`src/rtl/mac_sched_pkg.sv`:
```
// Shared types for the MAC array scheduler: FSM states, result tag layout, array width.
// Latency: n/a (types only).
// Backpressure: n/a.
package mac_sched_pkg;

    localparam int MAC_FILTERS = 32;
    localparam int TAG_PIX_W   = 16;
    localparam int TAG_FG_W    = 4;

    typedef enum logic [2:0] {
        IDLE,
        ISSUE,
        DRAIN,
        FIN,
        ERR
    } state_t;

    // One completed MAC_FILTERS-wide partial result awaiting write-back
    typedef struct packed {
        logic [TAG_PIX_W-1:0] pix;
        logic [TAG_FG_W-1:0]  fg;
    } tag_t;

    localparam int TAG_W = $bits(tag_t);

endpackage

```
`src/rtl/mac_sched_tag_fifo.sv`:
```
// Synchronous FIFO of in-flight pixel tags, DEPTH a power of two (>= 2), with occupancy count.
// Latency: pushed tag visible at head the cycle after push; head is read combinationally.
// Backpressure: push on full is dropped unless a pop happens the same cycle; pop on empty ignored.
import mac_sched_pkg::*;

module mac_sched_tag_fifo #(
    parameter int DEPTH = 4
) (
    input  logic                       clk,
    input  logic                       rst,
    input  logic                       push,
    input  logic [TAG_W-1:0]           push_dat,
    input  logic                       pop,
    output logic [TAG_W-1:0]           pop_dat,
    output logic [$clog2(DEPTH):0]     count
);

    localparam int PW = $clog2(DEPTH);
    localparam logic [PW:0] FULL = (PW+1)'(DEPTH);

    tag_t          mem [DEPTH];
    logic [PW-1:0] wr_ptr;
    logic [PW-1:0] rd_ptr;
    logic          do_push;
    logic          do_pop;

    assign do_pop  = pop && (count != '0);
    assign do_push = push && ((count != FULL) || do_pop);
    assign pop_dat = mem[rd_ptr];

    always_ff @(posedge clk) begin
        if (do_push) begin
            mem[wr_ptr] <= tag_t'(push_dat);
        end
    end

    always_ff @(posedge clk or posedge rst) begin
        if (rst) begin
            wr_ptr <= '0;
            rd_ptr <= '0;
            count  <= '0;
        end else begin
            if (do_push) begin
                wr_ptr <= wr_ptr + PW'(1);
            end
            if (do_pop) begin
                rd_ptr <= rd_ptr + PW'(1);
            end
            case ({do_push, do_pop})
                2'b10:   count <= count + (PW+1)'(1);
                2'b01:   count <= count - (PW+1)'(1);
                default: count <= count;
            endcase
        end
    end

endmodule

```
`src/rtl/mac_array_sched.sv`:
```
// MAC array sequencer: walks fg > pix > cg loops, issues operand reads, tags finished pixels.
// Latency: strobes reach the array RD_LAT cycles after rd_req&rd_gnt; done two cycles after the last tag retires.
// Backpressure: rd_gnt low stalls in place; full tag window drops rd_req; res_ready low holds the result. MAC_SCHED_PERF_EN adds perf counters.
import mac_sched_pkg::*;

module mac_array_sched #(
    parameter int CG_W      = 8,
    parameter int PIX_W     = 16,
    parameter int FG_W      = 4,
    parameter int ADDR_W    = 20,
    parameter int RD_LAT    = 2,
    parameter int TAG_DEPTH = 4
) (
    input  logic              clk,
    input  logic              rst,
    input  logic [CG_W-1:0]   cfg_num_cg,
    input  logic [PIX_W-1:0]  cfg_num_pix,
    input  logic [FG_W-1:0]   cfg_num_fg,
    input  logic              start,
    output logic              busy,
    output logic              done,
    output logic              err_cfg,
    output logic              err_ovf,
    output logic              rd_req,
    input  logic              rd_gnt,
    output logic [ADDR_W-1:0] rd_addr_din,
    output logic [ADDR_W-1:0] rd_addr_wgt,
    output logic              mac_vld,
    output logic              mac_first,
    output logic              mac_last,
    input  logic              acc_done,
    output logic              res_valid,
    input  logic              res_ready,
    output logic [PIX_W-1:0]  res_pix,
    output logic [FG_W-1:0]   res_fg
`ifdef MAC_SCHED_PERF_EN
    ,
    output logic [31:0]       perf_busy_cyc,
    output logic [31:0]       perf_stall_cyc
`endif
);

    typedef struct packed {
        logic             vld;
        logic             first;
        logic             last;
        logic [PIX_W-1:0] pix;
        logic [FG_W-1:0]  fg;
    } strb_t;

    localparam int CNT_W = $clog2(TAG_DEPTH) + 1;

    state_t            state;
    state_t            state_nxt;
    logic [CG_W-1:0]   num_cg;
    logic [CG_W-1:0]   cg_cnt;
    logic [PIX_W-1:0]  num_pix;
    logic [PIX_W-1:0]  pix_cnt;
    logic [FG_W-1:0]   num_fg;
    logic [FG_W-1:0]   fg_cnt;
    logic [ADDR_W-1:0] wgt_base;
    strb_t             pipe [RD_LAT];
    logic [CNT_W-1:0]  tag_count;
    tag_t              push_tag;
    tag_t              head_tag;
    logic [TAG_W-1:0]  head_vec;
    logic              start_acc;
    logic              cfg_zero;
    logic              accept;
    logic              cg_wrap;
    logic              pix_wrap;
    logic              fg_wrap;
    logic              last_rd;
    logic              tag_full;
    logic              tag_stall;
    logic              tag_push;
    logic              tag_pop;
    logic              pipe_any;
    int                pipe_pix;

    assign cfg_zero  = (cfg_num_cg == '0) || (cfg_num_pix == '0) || (cfg_num_fg == '0);
    assign start_acc = (state == IDLE) && start;
    assign accept    = rd_req && rd_gnt;
    assign cg_wrap   = (cg_cnt == num_cg - CG_W'(1));
    assign pix_wrap  = (pix_cnt == num_pix - PIX_W'(1));
    assign fg_wrap   = (fg_cnt == num_fg - FG_W'(1));
    assign last_rd   = cg_wrap && pix_wrap && fg_wrap;

    // Pixels whose last read is still in the strobe pipe count against the tag window
    always_comb begin
        pipe_pix = 0;
        pipe_any = 1'b0;
        for (int i = 0; i < RD_LAT; i++) begin
            if (pipe[i].vld) begin
                pipe_any = 1'b1;
            end
            if (pipe[i].vld && pipe[i].last) begin
                pipe_pix = pipe_pix + 1;
            end
        end
    end

    assign tag_full  = (int'(tag_count) + pipe_pix) >= TAG_DEPTH;
    assign tag_stall = (state == ISSUE) && (cg_cnt == '0) && tag_full;

    always_ff @(posedge clk or posedge rst) begin
        if (rst) begin
            state <= IDLE;
        end else begin
            state <= state_nxt;
        end
    end

    always_comb begin
        state_nxt = state;
        busy      = 1'b0;
        done      = 1'b0;
        rd_req    = 1'b0;
        case (state)
            IDLE: begin
                if (start) begin
                    state_nxt = cfg_zero ? ERR : ISSUE;
                end
            end
            ISSUE: begin
                busy   = 1'b1;
                rd_req = !tag_stall;
                if (rd_gnt && !tag_stall && last_rd) begin
                    state_nxt = DRAIN;
                end
            end
            DRAIN: begin
                busy = 1'b1;
                if ((tag_count == '0) && !res_valid && !pipe_any) begin
                    state_nxt = FIN;
                end
            end
            FIN: begin
                busy      = 1'b1;
                done      = 1'b1;
                state_nxt = IDLE;
            end
            ERR: begin
                busy      = 1'b1;
                done      = 1'b1;
                state_nxt = IDLE;
            end
            default: state_nxt = IDLE;
        endcase
    end

    // Feature address runs linearly within a filter group; weights rewind to wgt_base per pixel
    always_ff @(posedge clk or posedge rst) begin
        if (rst) begin
            num_cg      <= '0;
            num_pix     <= '0;
            num_fg      <= '0;
            cg_cnt      <= '0;
            pix_cnt     <= '0;
            fg_cnt      <= '0;
            wgt_base    <= '0;
            rd_addr_din <= '0;
            rd_addr_wgt <= '0;
            err_cfg     <= 1'b0;
        end else if (start_acc) begin
            num_cg      <= cfg_num_cg;
            num_pix     <= cfg_num_pix;
            num_fg      <= cfg_num_fg;
            cg_cnt      <= '0;
            pix_cnt     <= '0;
            fg_cnt      <= '0;
            wgt_base    <= '0;
            rd_addr_din <= '0;
            rd_addr_wgt <= '0;
            err_cfg     <= cfg_zero;
        end else if (accept) begin
            if (!cg_wrap) begin
                cg_cnt      <= cg_cnt + CG_W'(1);
                rd_addr_din <= rd_addr_din + ADDR_W'(1);
                rd_addr_wgt <= rd_addr_wgt + ADDR_W'(1);
            end else begin
                cg_cnt <= '0;
                if (!pix_wrap) begin
                    pix_cnt     <= pix_cnt + PIX_W'(1);
                    rd_addr_din <= rd_addr_din + ADDR_W'(1);
                    rd_addr_wgt <= wgt_base;
                end else if (!fg_wrap) begin
                    pix_cnt     <= '0;
                    fg_cnt      <= fg_cnt + FG_W'(1);
                    rd_addr_din <= '0;
                    wgt_base    <= wgt_base + ADDR_W'(num_cg);
                    rd_addr_wgt <= wgt_base + ADDR_W'(num_cg);
                end
            end
        end
    end

    always_ff @(posedge clk or posedge rst) begin
        if (rst) begin
            for (int i = 0; i < RD_LAT; i++) begin
                pipe[i] <= '0;
            end
        end else begin
            pipe[0].vld   <= accept;
            pipe[0].first <= accept && (cg_cnt == '0);
            pipe[0].last  <= accept && cg_wrap;
            pipe[0].pix   <= pix_cnt;
            pipe[0].fg    <= fg_cnt;
            for (int i = 1; i < RD_LAT; i++) begin
                pipe[i] <= pipe[i-1];
            end
        end
    end

    assign mac_vld   = pipe[RD_LAT-1].vld;
    assign mac_first = pipe[RD_LAT-1].first;
    assign mac_last  = pipe[RD_LAT-1].last;
    assign tag_push  = pipe[RD_LAT-1].vld && pipe[RD_LAT-1].last;
    assign push_tag  = {TAG_PIX_W'(pipe[RD_LAT-1].pix), TAG_FG_W'(pipe[RD_LAT-1].fg)};
    assign tag_pop   = acc_done && (tag_count != '0);
    assign head_tag  = tag_t'(head_vec);

    mac_sched_tag_fifo #(
        .DEPTH    (TAG_DEPTH)
    ) u_tag_fifo (
        .clk      (clk),
        .rst      (rst),
        .push     (tag_push),
        .push_dat (push_tag),
        .pop      (acc_done),
        .pop_dat  (head_vec),
        .count    (tag_count)
    );

    // A pop while the previous result is still held loses the popped tag
    always_ff @(posedge clk or posedge rst) begin
        if (rst) begin
            res_valid <= 1'b0;
            res_pix   <= '0;
            res_fg    <= '0;
            err_ovf   <= 1'b0;
        end else begin
            if (start_acc) begin
                err_ovf <= 1'b0;
            end
            if (tag_pop) begin
                if (res_valid && !res_ready) begin
                    err_ovf <= 1'b1;
                end else begin
                    res_valid <= 1'b1;
                    res_pix   <= PIX_W'(head_tag.pix);
                    res_fg    <= FG_W'(head_tag.fg);
                end
            end else if (res_valid && res_ready) begin
                res_valid <= 1'b0;
            end
        end
    end

`ifdef MAC_SCHED_PERF_EN
    logic stall_cyc;

    assign stall_cyc = (state == ISSUE) && ((rd_req && !rd_gnt) || tag_stall);

    always_ff @(posedge clk or posedge rst) begin
        if (rst) begin
            perf_busy_cyc  <= '0;
            perf_stall_cyc <= '0;
        end else if (start_acc) begin
            perf_busy_cyc  <= '0;
            perf_stall_cyc <= '0;
        end else begin
            if (busy && !(&perf_busy_cyc)) begin
                perf_busy_cyc <= perf_busy_cyc + 32'd1;
            end
            if (stall_cyc && !(&perf_stall_cyc)) begin
                perf_stall_cyc <= perf_stall_cyc + 32'd1;
            end
        end
    end
`endif

endmodule
```
`config.mk`:
```
export PLATFORM = sky130hd
export DESIGN_NAME = mac_array_sched
export DESIGN_NICKNAME = d
export VERILOG_FILES = /design/src/rtl/mac_sched_pkg.sv /design/src/rtl/mac_sched_tag_fifo.sv /design/src/rtl/mac_array_sched.sv
export SDC_FILE = /design/constraint.sdc
export NUM_CORES = 1
export LEC_CHECK = 0
export CAP_MARGIN = 20
export CORE_UTILIZATION = 60
export CTS_BUF_LIST = sky130_fd_sc_hd__clkbuf_16
export CTS_CLUSTER_SIZE = 28
export DETAILED_ROUTE_END_ITERATION = 6
export PLACE_DENSITY = 0.79
export SKIP_CTS_REPAIR_TIMING = 1
export SLEW_MARGIN = 10
export SYNTH_ARGS = -nofsm -noshare
export SYNTH_HDL_FRONTEND = slang
export SYNTH_SLANG_ARGS = --single-unit
```
`constraint.sdc`:
```
create_clock -name clk -period 20.4 [get_ports clk]
set_clock_uncertainty 0.2 [all_clocks]
set_input_delay 4.08 -clock clk [delete_from_list [all_inputs] [get_ports clk]]
set_output_delay 4.08 -clock clk [all_outputs]
set_load 0.01 [all_outputs]
```
==> impl_results.md, run 1 <==
- Gate count after technology mapping: 1157
- Leak pwr: 6.22 nW
- Final setup fails: 0
- FILL cells: 1427
- RSZ-0062 raised after global routing: false
- Area contributors post-synth: dfrtp_1 38%, edfxtp_1 19%, nand2_1 4.9%, mux4_2 3.5%, xnor2_1 3.1%
- First-pass GRT wire length: 48000 um
- Distinct cells, synth: 70
- CP required: 20.67 ns
- Reg2Reg Depth: 12
- Max Slew Vio Count: 0
- Slew @ Worst Pin: 1.08 ns
- Htree depth: 1
- Synthesized cell area: 0.0129 sq mm
- Reg-to-reg slack, setup: 15.48 ns
- Nets: 1307
- Number of synthesized flops with an enable pin: 80
- Final Hold Violating Endpoints: 0
- Hold path start: pipe[42]
- Area grow syn2layout: 16.7%
- F_max: 135 MHz
- Yosys warning count: 0
- CTS root buffer: clkbuf_16
- Placement Rows: 53
- TritonRoute pass-1 iters: 5
- Die extent in x: 149 um
- Commonest non-fill, non-tap cell in the layout: dfrtp_1
- Post-synthesis sequential area ratio: 0.564
- HPWL after DPL: 19100 um
- Critical Path Source Type: input port
- Wire per inst: 19.5 um
- FF+latch area: 0.00728 sq mm
- Hold endpoint: pipe[19]
- Setup_tns: 0 ns
- Worst r2r dst: fg_cnt[2]
- Crit end category: flop
- Clk buf depth: 3
- Area of the multi-input gates: 0.00533 sq mm
- Largest net degree at the start of global routing: 125
- Global route overflow: 0
- Ys flop type: dfrtp_1
- Routed WL: 30100 um
- Flops & latches, synth: 275
- Maximum VDD drop: 0.0794 mV
- Pwr/cell area: 115 mW/mm^2
- Hold Slack: 0.147 ns
- Reg-to-reg startpoint: mac_vld
- Syn_area_per_cell: 11.2 sq um
- Die height: 149 um
- Synth top area share: 0.378
- Die Area: 0.0221 sq mm
- Post-route minimum period: 7.39 ns
- CP Class: input port to flop
- Starting DRC count in detailed routing: 690
- CTS clk-pin slew, worst paths: 0.06 ns
- Max-cap violations: 0
- Outcome: finished, final reports clean
- Initial antenna violation count: 1
- Number of remaining DRC errors: 0
- CTS sink count: 275
- Post-route ant nets: 0
- Most frequent cells in the layout: 195 x dfrtp_1, 168 x nand2_1, 102 x clkdlybuf4s50_1
- Number of antenna diodes: 0
- Core area: 0.0210 sq mm
- # IOs: 103
- DR vias: 9439
- CP Max Fanout: 22
- Hold Path Depth: 0
- Total GRT Usage: 0.278
- Ys async rst share: 0.709
- Layout cells sized above 1: 0.0883
- CP arrival: 7.66 ns
- TritonCTS Buffers: 28
- Period utilization: 0.362
- Final GP Congestion: 0.857
- Clk_lat worst skew: 0.56 ns
- Post-Syn Nets: 1216
- Initial Utilization: 0.614
- CTS tree: yes
- Vias per inst: 6.11
- Post-synth top area cell: dfrtp_1
- Rel. slew slack: 0.279
- Final worst setup slack: 13.01 ns
- Vias in the first global route: 9025
- Port Buffers: 102
- HP Class: flop to flop
- Pre-CTS setup slack: 12.58 ns
## cell families after synthesis
| family | count (synthesis) | share of synthesized area |
|---|---|---|
| simple gates | 435 | 0.170 |
| flops | 275 | 0.564 |
| compound gates | 226 | 0.112 |
| buf+inv | 80 | 0.0240 |
| xor+xnor | 73 | 0.0495 |
| mux | 43 | 0.0547 |
| fa+ha+maj | 25 | 0.0254 |
## how the worst max path moves through the flow
| stage | startpoint | endpoint | slack [ns] | cells after the start |
|---|---|---|---|---|
| final | rd_gnt | fg_cnt[2] | 13.01 | 8 |
| after global routing | rd_gnt | pix_cnt[6] | 12.86 | 8 |
| after global placement | rd_gnt | fg_cnt[2] | 12.57 | 8 |
| after floorplan | rst | cg_cnt[0] | 10.81 | 1 |
| after detailed placement | rd_gnt | fg_cnt[2] | 12.58 | 8 |
| after CTS | rd_gnt | fg_cnt[2] | 13.12 | 8 |
## cell type report
cell class	count	share of cell area
sequential	275	0.484
timing repair buffer	112	0.0728
multi-input combinational	802	0.354
inverter	29	0.00773
clock inverter	22	0.0109
tap	275	0.0229
clock buffer	29	0.0482
## worst max-delay path, stage by stage
cell and delay [ns]:
clkdlybuf4s50_1 0.49, o21ai_0 0.14, or2_2 0.48, inv_1 0.41, nand3_1 0.79, or3_4 0.79, or3_1 0.34, a21oi_1 0.14
## cells in the mapped netlist, types with 29 or more instances
master,count
clkbuf_1,44
nor3_1,32
inv_1,29
o21ai_0,80
edfxtp_1,80
nand3_1,51
a21oi_1,40
xnor2_1,46
nor2_1,43
dfrtp_1,195
nand2_1,168
## power breakdown
group | internal [mW] | leakage [nW] | switching [mW]
clock | 0.273 | 0.443 | 0.219
combinational | 0.246 | 2.52 | 0.263
sequential | 0.640 | 3.26 | 0.0928
total | 1.16 | 6.22 | 0.575
## per-stage QoR
step | std cells | utilization | cell area (sq um) | power (mW)
floorplan | 1157 | - | 12900 | 1.06
global placement | 1491 | 0.673 | 14200 | 1.22
detailed placement | 1491 | 0.673 | 14200 | 1.24
CTS | 1542 | 0.716 | 15000 | 1.74
global route | 1544 | 0.716 | 15100 | 1.82
finish | 1544 | 0.716 | 15100 | 1.73
## flip-flops by register name, indices dropped and copies added (netlist names), 2 cells and up
signal             flops
rd_addr_din           20
u_tag_fifo.count       3
rd_addr_wgt           20
state                  3
res_fg                 4
num_pix               16
u_tag_fifo.rd_ptr      2
fg_cnt                 4
u_tag_fifo.wr_ptr      2
pix_cnt               16
res_pix               16
num_fg                 4
wgt_base              20
num_cg                 8
pipe                  43
cg_cnt                 8
u_tag_fifo.mem        80
## layer usage
metal	global-route usage	wire (um)
met5	0	0
met4	0.0737	732
met3	0.0362	1860
met2	0.456	14600
met1	0.395	12900
No activity file was read; power rests on OpenSTA's default activity.
==> run 2, diff against run 1 <==
--- a/config.mk
+++ b/config.mk
@@ -6,11 +6,11 @@
 export NUM_CORES = 1
 export LEC_CHECK = 0
 export CAP_MARGIN = 20
-export CORE_UTILIZATION = 60
+export CORE_UTILIZATION = 59
 export CTS_BUF_LIST = sky130_fd_sc_hd__clkbuf_16
 export CTS_CLUSTER_SIZE = 28
 export DETAILED_ROUTE_END_ITERATION = 6
-export PLACE_DENSITY = 0.79
+export PLACE_DENSITY = 0.78
 export SKIP_CTS_REPAIR_TIMING = 1
 export SLEW_MARGIN = 10
 export SYNTH_ARGS = -nofsm -noshare
==> constraint.sdc (replaced) <==
create_clock -name clk -period 7 [get_ports clk]
set_clock_uncertainty 0.2 [all_clocks]
set_input_delay 1.4 -clock clk [delete_from_list [all_inputs] [get_ports clk]]
set_output_delay 1.4 -clock clk [all_outputs]
set_load 0.01 [all_outputs]
==> run 2 against run 1 <==
- global-route usage shrank 0.22 points
- power grew to 2.9 times the previous value
- cell count is essentially flat
- sequential share of layout area shrank 0.10 points
- non-clock buffer count grew 2
- critical endpoint is now rd_req
- largest cell class unchanged
- highest routed layer unchanged
==> impl_results.md, run 2 (synthesis gave the netlist of run 1 again) <==
- Outcome: finished, final reports clean
- Port Buffers: 102 (unchanged)
- F_max: 228 MHz
- Final worst setup slack: 2.62 ns (-10.39 ns)
- WP buf/inv: 2 (unchanged)
- Max-cap violations: 0 (unchanged)
- CTS sink count: 275 (unchanged)
- Final Util: 0.711 (-0.00518)
- Post-route minimum period: 4.38 ns
- CTS clk-pin slew, worst paths: 0.06 ns (about the same)
- Pre-CTS setup slack: 1.96 ns (-10.62 ns)
- Max Slew Vio Count: 0 (unchanged)
- Total GRT Usage: 0.276 (-0.00216)
- Maximum VDD drop: 0.214 mV (+170%)
- Final Hold Violating Endpoints: 0 (unchanged)
- Initial Utilization: 0.608 (-0.00575)
- HP Class: flop to flop
- Setup_tns: 0 ns (unchanged)
- Slew @ Worst Pin: 1.06 ns (-0.0198 ns)
- Pwr/cell area: 336 mW/mm^2 (+190%)
- CTS root buffer: clkbuf_16
- CP Class: flop to primary output
- Nets: 1308 (+0.077%)
- Final setup fails: 0 (unchanged)
- CP Cell Sequence: nand2_1 > inv_1 > ha_1 > ha_1 > a311oi_1 > nor2_1 > nor2_1 > clkdlybuf4s50_1
- Rel. slew slack: 0.292 (+0.0133)
- Die Area: 0.0225 sq mm (+1.7%)
- Vias in the first global route: 9035 (+0.11%)
- CP Max Fanout: 3 (-86%)
- Hold Slack: 0.145 ns (-0.00200 ns)
- Die extent in x: 150 um (+0.83%)
- DR vias: 9473 (+0.36%)
- Most frequent cells in the layout: 195 x dfrtp_1, 168 x nand2_1, 102 x clkdlybuf4s50_1
- Period utilization: 0.626
- Die height: 150 um (+0.83%)
- TritonRoute pass-1 iters: 5 (unchanged)
- Critical Path Source Type: flop
- First-pass GRT wire length: 48600 um (+1.2%)
- HPWL after DPL: 19700 um (+2.8%)
- Vias per inst: 6.13 (+0.30%)
- Commonest non-fill, non-tap cell in the layout: dfrtp_1
- Largest Register: u_tag_fifo.mem
- Area grow syn2layout: 16.9%
- Placement Rows: 53 (unchanged)
- Starting DRC count in detailed routing: 835 (+21%)
- Largest regs: u_tag_fifo.mem x80, pipe x43
- CP delay by family, top: buffers and inverters
- Htree depth: 1 (unchanged)
- Leak pwr: 6.27 nW (+0.66%)
- Critical path's largest stage delay: 0.56 ns (-0.23 ns)
- Number of remaining DRC errors: 0 (unchanged)
- Initial antenna violation count: 0 (-1)
- Global route overflow: 0 (unchanged)
- Clk_lat worst skew: 0.54 ns (-0.02 ns)
- Max reg flops: 80 (unchanged)
- CP arrival: 2.78 ns (-4.88 ns)
- RSZ-0062 raised after global routing: false
- Wire per inst: 19.3 um (-1.0%)
- Post-route ant nets: 0 (unchanged)
- Largest net degree at the start of global routing: 79 (-37%)
- Clk buf depth: 3 (unchanged)
- Layout cells sized above 1: 0.0874 (-0.000857)
- Slowest cell on the critical path: clkdlybuf4s50_1
- Final GP Congestion: 0.875 (+2.2%)
- Core area: 0.0212 sq mm (+0.95%)
- Crit end category: primary output
- TritonCTS Buffers: 27 (-3.6%)
- # IOs: 103 (unchanged)
- CTS tree: yes
- Tot Pwr: 5.08 mW (+190%)
- Number of antenna diodes: 0 (unchanged)
- CP required: 5.40 ns (-15.27 ns)
- Routed WL: 29800 um (-0.95%)
[run 2: stage by stage]
stage | instances | instance area, sq um
after floorplan | 1157 | 12900
after global placement | 1494 | 14200
after detailed placement | 1494 | 14200
after CTS | 1544 | 15100
after global routing | 1545 | 15100
final | 1545 | 15100
[run 2: final timing paths]
kind	start	endpoint	slack (ns)	depth (start not counted)
max	mac_vld	rd_req	2.62	8
min	pipe[28]	pipe[5]	0.15	0
max reg2reg	mac_vld	fg_cnt[2]	2.74	13
max in group asynchronous	rst	pipe[16]	4.22	3
min reg2reg	pipe[28]	pipe[5]	0.15	0
min in group asynchronous	rst	rd_addr_din[8]	1.14	2
[run 2: power breakdown]
part           leakage [nW]  total (mW)  internal (mW)  switching, mW
logic                  2.53        1.47          0.718          0.756
clock network         0.475        1.47          0.859          0.613
registers              3.26        2.13           1.86          0.265
total                  6.27        5.08           3.44           1.63
[run 2: layout make-up]
type                       instances  area, sq um
clock buffer                      29          726
clock inverter                    21          181
fill                            1466         6130
inverter                          29          116
multi-input combinational        802         5330
sequential                       275         7280
tap                              275          344
timing repair buffer             114         1110
[run 2: layer usage]
metal / wire [um] / vias to the layer above / GRT usage
met1: 13100 / 4682 / 0.391
met4: 713 / 0 / 0.0747
li1: - / 4393 / -
met5: 0 / - / 0
met2: 14400 / 348 / 0.450
met3: 1650 / 50 / 0.0369
==> run 3, diff against run 2 <==
--- a/config.mk
+++ b/config.mk
@@ -6,11 +6,11 @@
 export NUM_CORES = 1
 export LEC_CHECK = 0
 export CAP_MARGIN = 20
-export CORE_UTILIZATION = 59
+export CORE_UTILIZATION = 53
 export CTS_BUF_LIST = sky130_fd_sc_hd__clkbuf_16
 export CTS_CLUSTER_SIZE = 28
 export DETAILED_ROUTE_END_ITERATION = 6
-export PLACE_DENSITY = 0.78
+export PLACE_DENSITY = 0.74
 export SKIP_CTS_REPAIR_TIMING = 1
 export SLEW_MARGIN = 10
 export SYNTH_ARGS = -nofsm -noshare
==> constraint.sdc (replaced) <==
create_clock -name clk -period 3.6 [get_ports clk]
set_clock_uncertainty 0.2 [all_clocks]
set_input_delay 0.72 -clock clk [delete_from_list [all_inputs] [get_ports clk]]
set_output_delay 0.72 -clock clk [all_outputs]
set_load 0.01 [all_outputs]
==> run 3 against run 2 <==
- utilization shrank 5.7 points
- sequential share of layout area decreased by 1.3 points
- first-iteration DRC count decreased by 12%
- clock-buffer cell count decreased by 2
- largest cell class unchanged
- power rose by 98%
==> impl_results.md, run 3 (synthesis gave the netlist of run 1 again) <==
- Pwr/cell area: 649 mW/mm^2 (+93%)
- Rel. slew slack: 0.333 (+0.0406)
- Final GP Congestion: 0.871 (-0.56%)
- Port Buffers: 102 (unchanged)
- Slowest cell on the critical path: or4_4
- Clk buf depth: 3 (unchanged)
- Commonest non-fill, non-tap cell in the layout: dfrtp_1
- HPWL after DPL: 20600 um (+5.0%)
- Area grow syn2layout: 20.1%
- Pre-CTS setup slack: -0.0710 ns (-2.03 ns)
- CP Cell Sequence: inv_1 > ha_1 > buf_4 > nor3b_2 > xnor2_1 > a2111oi_2 > nand4_1 > or4_4 > buf_4 > o21ai_2 > buf_12 > o21ai_0 > a21o_1
- HP Class: flop to flop
- Total GRT Usage: 0.252 (-0.0242)
- Outcome: finished, final reports clean
- Setup_tns: 0 ns (unchanged)
- Period utilization: 0.951
- Largest Register: u_tag_fifo.mem
- Placement Rows: 56 (+5.7%)
- CP required: 3.82 ns (-1.58 ns)
- Number of remaining DRC errors: 0 (unchanged)
- Final worst setup slack: 0.175 ns (-2.44 ns)
- Initial antenna violation count: 0 (unchanged)
- First-pass GRT wire length: 49000 um (+0.97%)
- Core area: 0.0237 sq mm (+12%)
- Reg-to-reg slack, setup: 0.18 ns (-2.56 ns)
- TritonRoute pass-1 iters: 5 (unchanged)
- Reg2Reg Depth: 13 (unchanged)
- Final Util: 0.654 (-0.0570)
- Nets: 1347 (+3.0%)
- Leak pwr: 6.47 nW (+3.3%)
- Crit end category: flop
- FILL cells: 1802 (+23%)
- Die Area: 0.0250 sq mm (+11%)
- TritonCTS Buffers: 27 (unchanged)
- DR vias: 9587 (+1.2%)
- CP Capture Point: rd_addr_din[13]
- Vias per inst: 5.89 (-4.0%)
- Post-route minimum period: 3.42 ns
- Largest net degree at the start of global routing: 71 (-10%)
- Htree depth: 1 (unchanged)
- CTS tree: yes
- Slew @ Worst Pin: 1.00 ns (-0.0609 ns)
- Die height: 158 um (+5.4%)
- RSZ-0062 raised after global routing: true
- # IOs: 103 (unchanged)
- Wire per inst: 18.6 um (-3.8%)
- CP arrival: 3.65 ns (+0.87 ns)
- Maximum VDD drop: 0.433 mV (+100%)
- Routed WL: 30200 um (+1.3%)
- Max-cap violations: 0 (unchanged)
- Most frequent cells in the layout: 195 x dfrtp_1, 168 x nand2_1, 101 x clkdlybuf4s50_1
- Starting DRC count in detailed routing: 737 (-12%)
- Worst r2r dst: rd_addr_din[13]
- Critical path's largest stage delay: 0.58 ns (+0.02 ns)
- CTS sink count: 275 (unchanged)
- Reg-to-reg startpoint: num_pix[0]
- Post-route ant nets: 0 (unchanged)
- Vias in the first global route: 9311 (+3.1%)
- Clk_lat worst skew: 0.54 ns (about the same)
- Layout cells sized above 1: 0.120 (+0.0325)
- CP Max Fanout: 28 (+25)
- Worst setup path startpoint: num_pix[0]
- Final Hold Violating Endpoints: 0 (unchanged)
- Die extent in x: 158 um (+5.4%)
- Global route overflow: 0 (unchanged)
- Max reg flops: 80 (unchanged)
- Largest regs: u_tag_fifo.mem x80, pipe x43
- Critical Path Source Type: flop
- CTS root buffer: clkbuf_16
- CTS clk-pin slew, worst paths: 0.06 ns (about the same)
- CP Class: flop to flop
- Critical path's most frequent cell: buf_4
- Number of antenna diodes: 0 (unchanged)
- Final setup fails: 0 (unchanged)
- F_max: 292 MHz
- Max Slew Vio Count: 0 (unchanged)
- Initial Utilization: 0.545 (-0.0632)
==> run 3: changes by cell type in the layout (fill, tap and decap cells not counted), moves of 2 or more <==
cell       previous run  this run
buf_4                12        47
buf_12                0         3
nor3b_1              15        12
nor3b_2               0         3
clkbuf_16            29        27
o21ai_0              80        78
o21ai_1               2         4
==> run 3: final cells by class <==
class,instances,area [sq um],share of cell area
Inverter,29,113,0.00727
Tap cell,319,399,0.0258
Multi-Input combinational cell,802,5360,0.346
Clock inverter,23,221,0.0143
Sequential cell,275,7280,0.470
Timing Repair Buffer,153,1440,0.0930
Clock buffer,27,676,0.0436
==> run 3: report_power, final <==
part	switching [mW]	leakage (nW)	total (mW)	internal, mW
clock network	1.18	0.464	2.83	1.66
logic	1.59	2.74	3.12	1.53
registers	0.474	3.27	4.10	3.63
total	3.24	6.47	10.1	6.81
==> run 3: worst min-delay path by stage <==
stage                         from         to  slack [ns]  cells after the start
after CTS                 pipe[41]   pipe[18]        0.14                      0
after global routing      pipe[41]   pipe[18]        0.15                      0
after global placement    pipe[30]    pipe[7]        0.13                      0
final                     pipe[41]   pipe[18]        0.15                      0
after detailed placement  pipe[30]    pipe[7]        0.13                      0
after floorplan           pipe[44]  mac_first        0.13                      0
==> run 3: through the flow <==
stage | std cells | power (mW) | cell area [sq um] | hold WS, ns
after global routing | 1628 | 10.6 | 15500 | 0.147
final | 1628 | 10.1 | 15500 | 0.145
after global placement | 1575 | 7.11 | 14500 | 0.132
after detailed placement | 1575 | 7.20 | 14500 | 0.135
after floorplan | 1157 | 6.03 | 12900 | 0.131
after CTS | 1625 | 10.1 | 15400 | 0.139
==> run 3: routing by layer <==
metal  part of all wire  vias up  GRT usage
met3              0.067       47     0.0471
met1               0.44     4717      0.349
met4              0.020        0     0.0719
met5                  0        -          0
met2               0.47      332      0.407
li1                   -     4491          -
==> run 3: worst max-delay path: cells and delay by family, from the launching register on <==
kind	cells	cell delay [ns]
compound gates	4	0.86
buf+inv	4	0.59
fa+ha+maj	1	0.21
simple gates	3	0.93
flops	1	0.37
xor+xnor	1	0.14
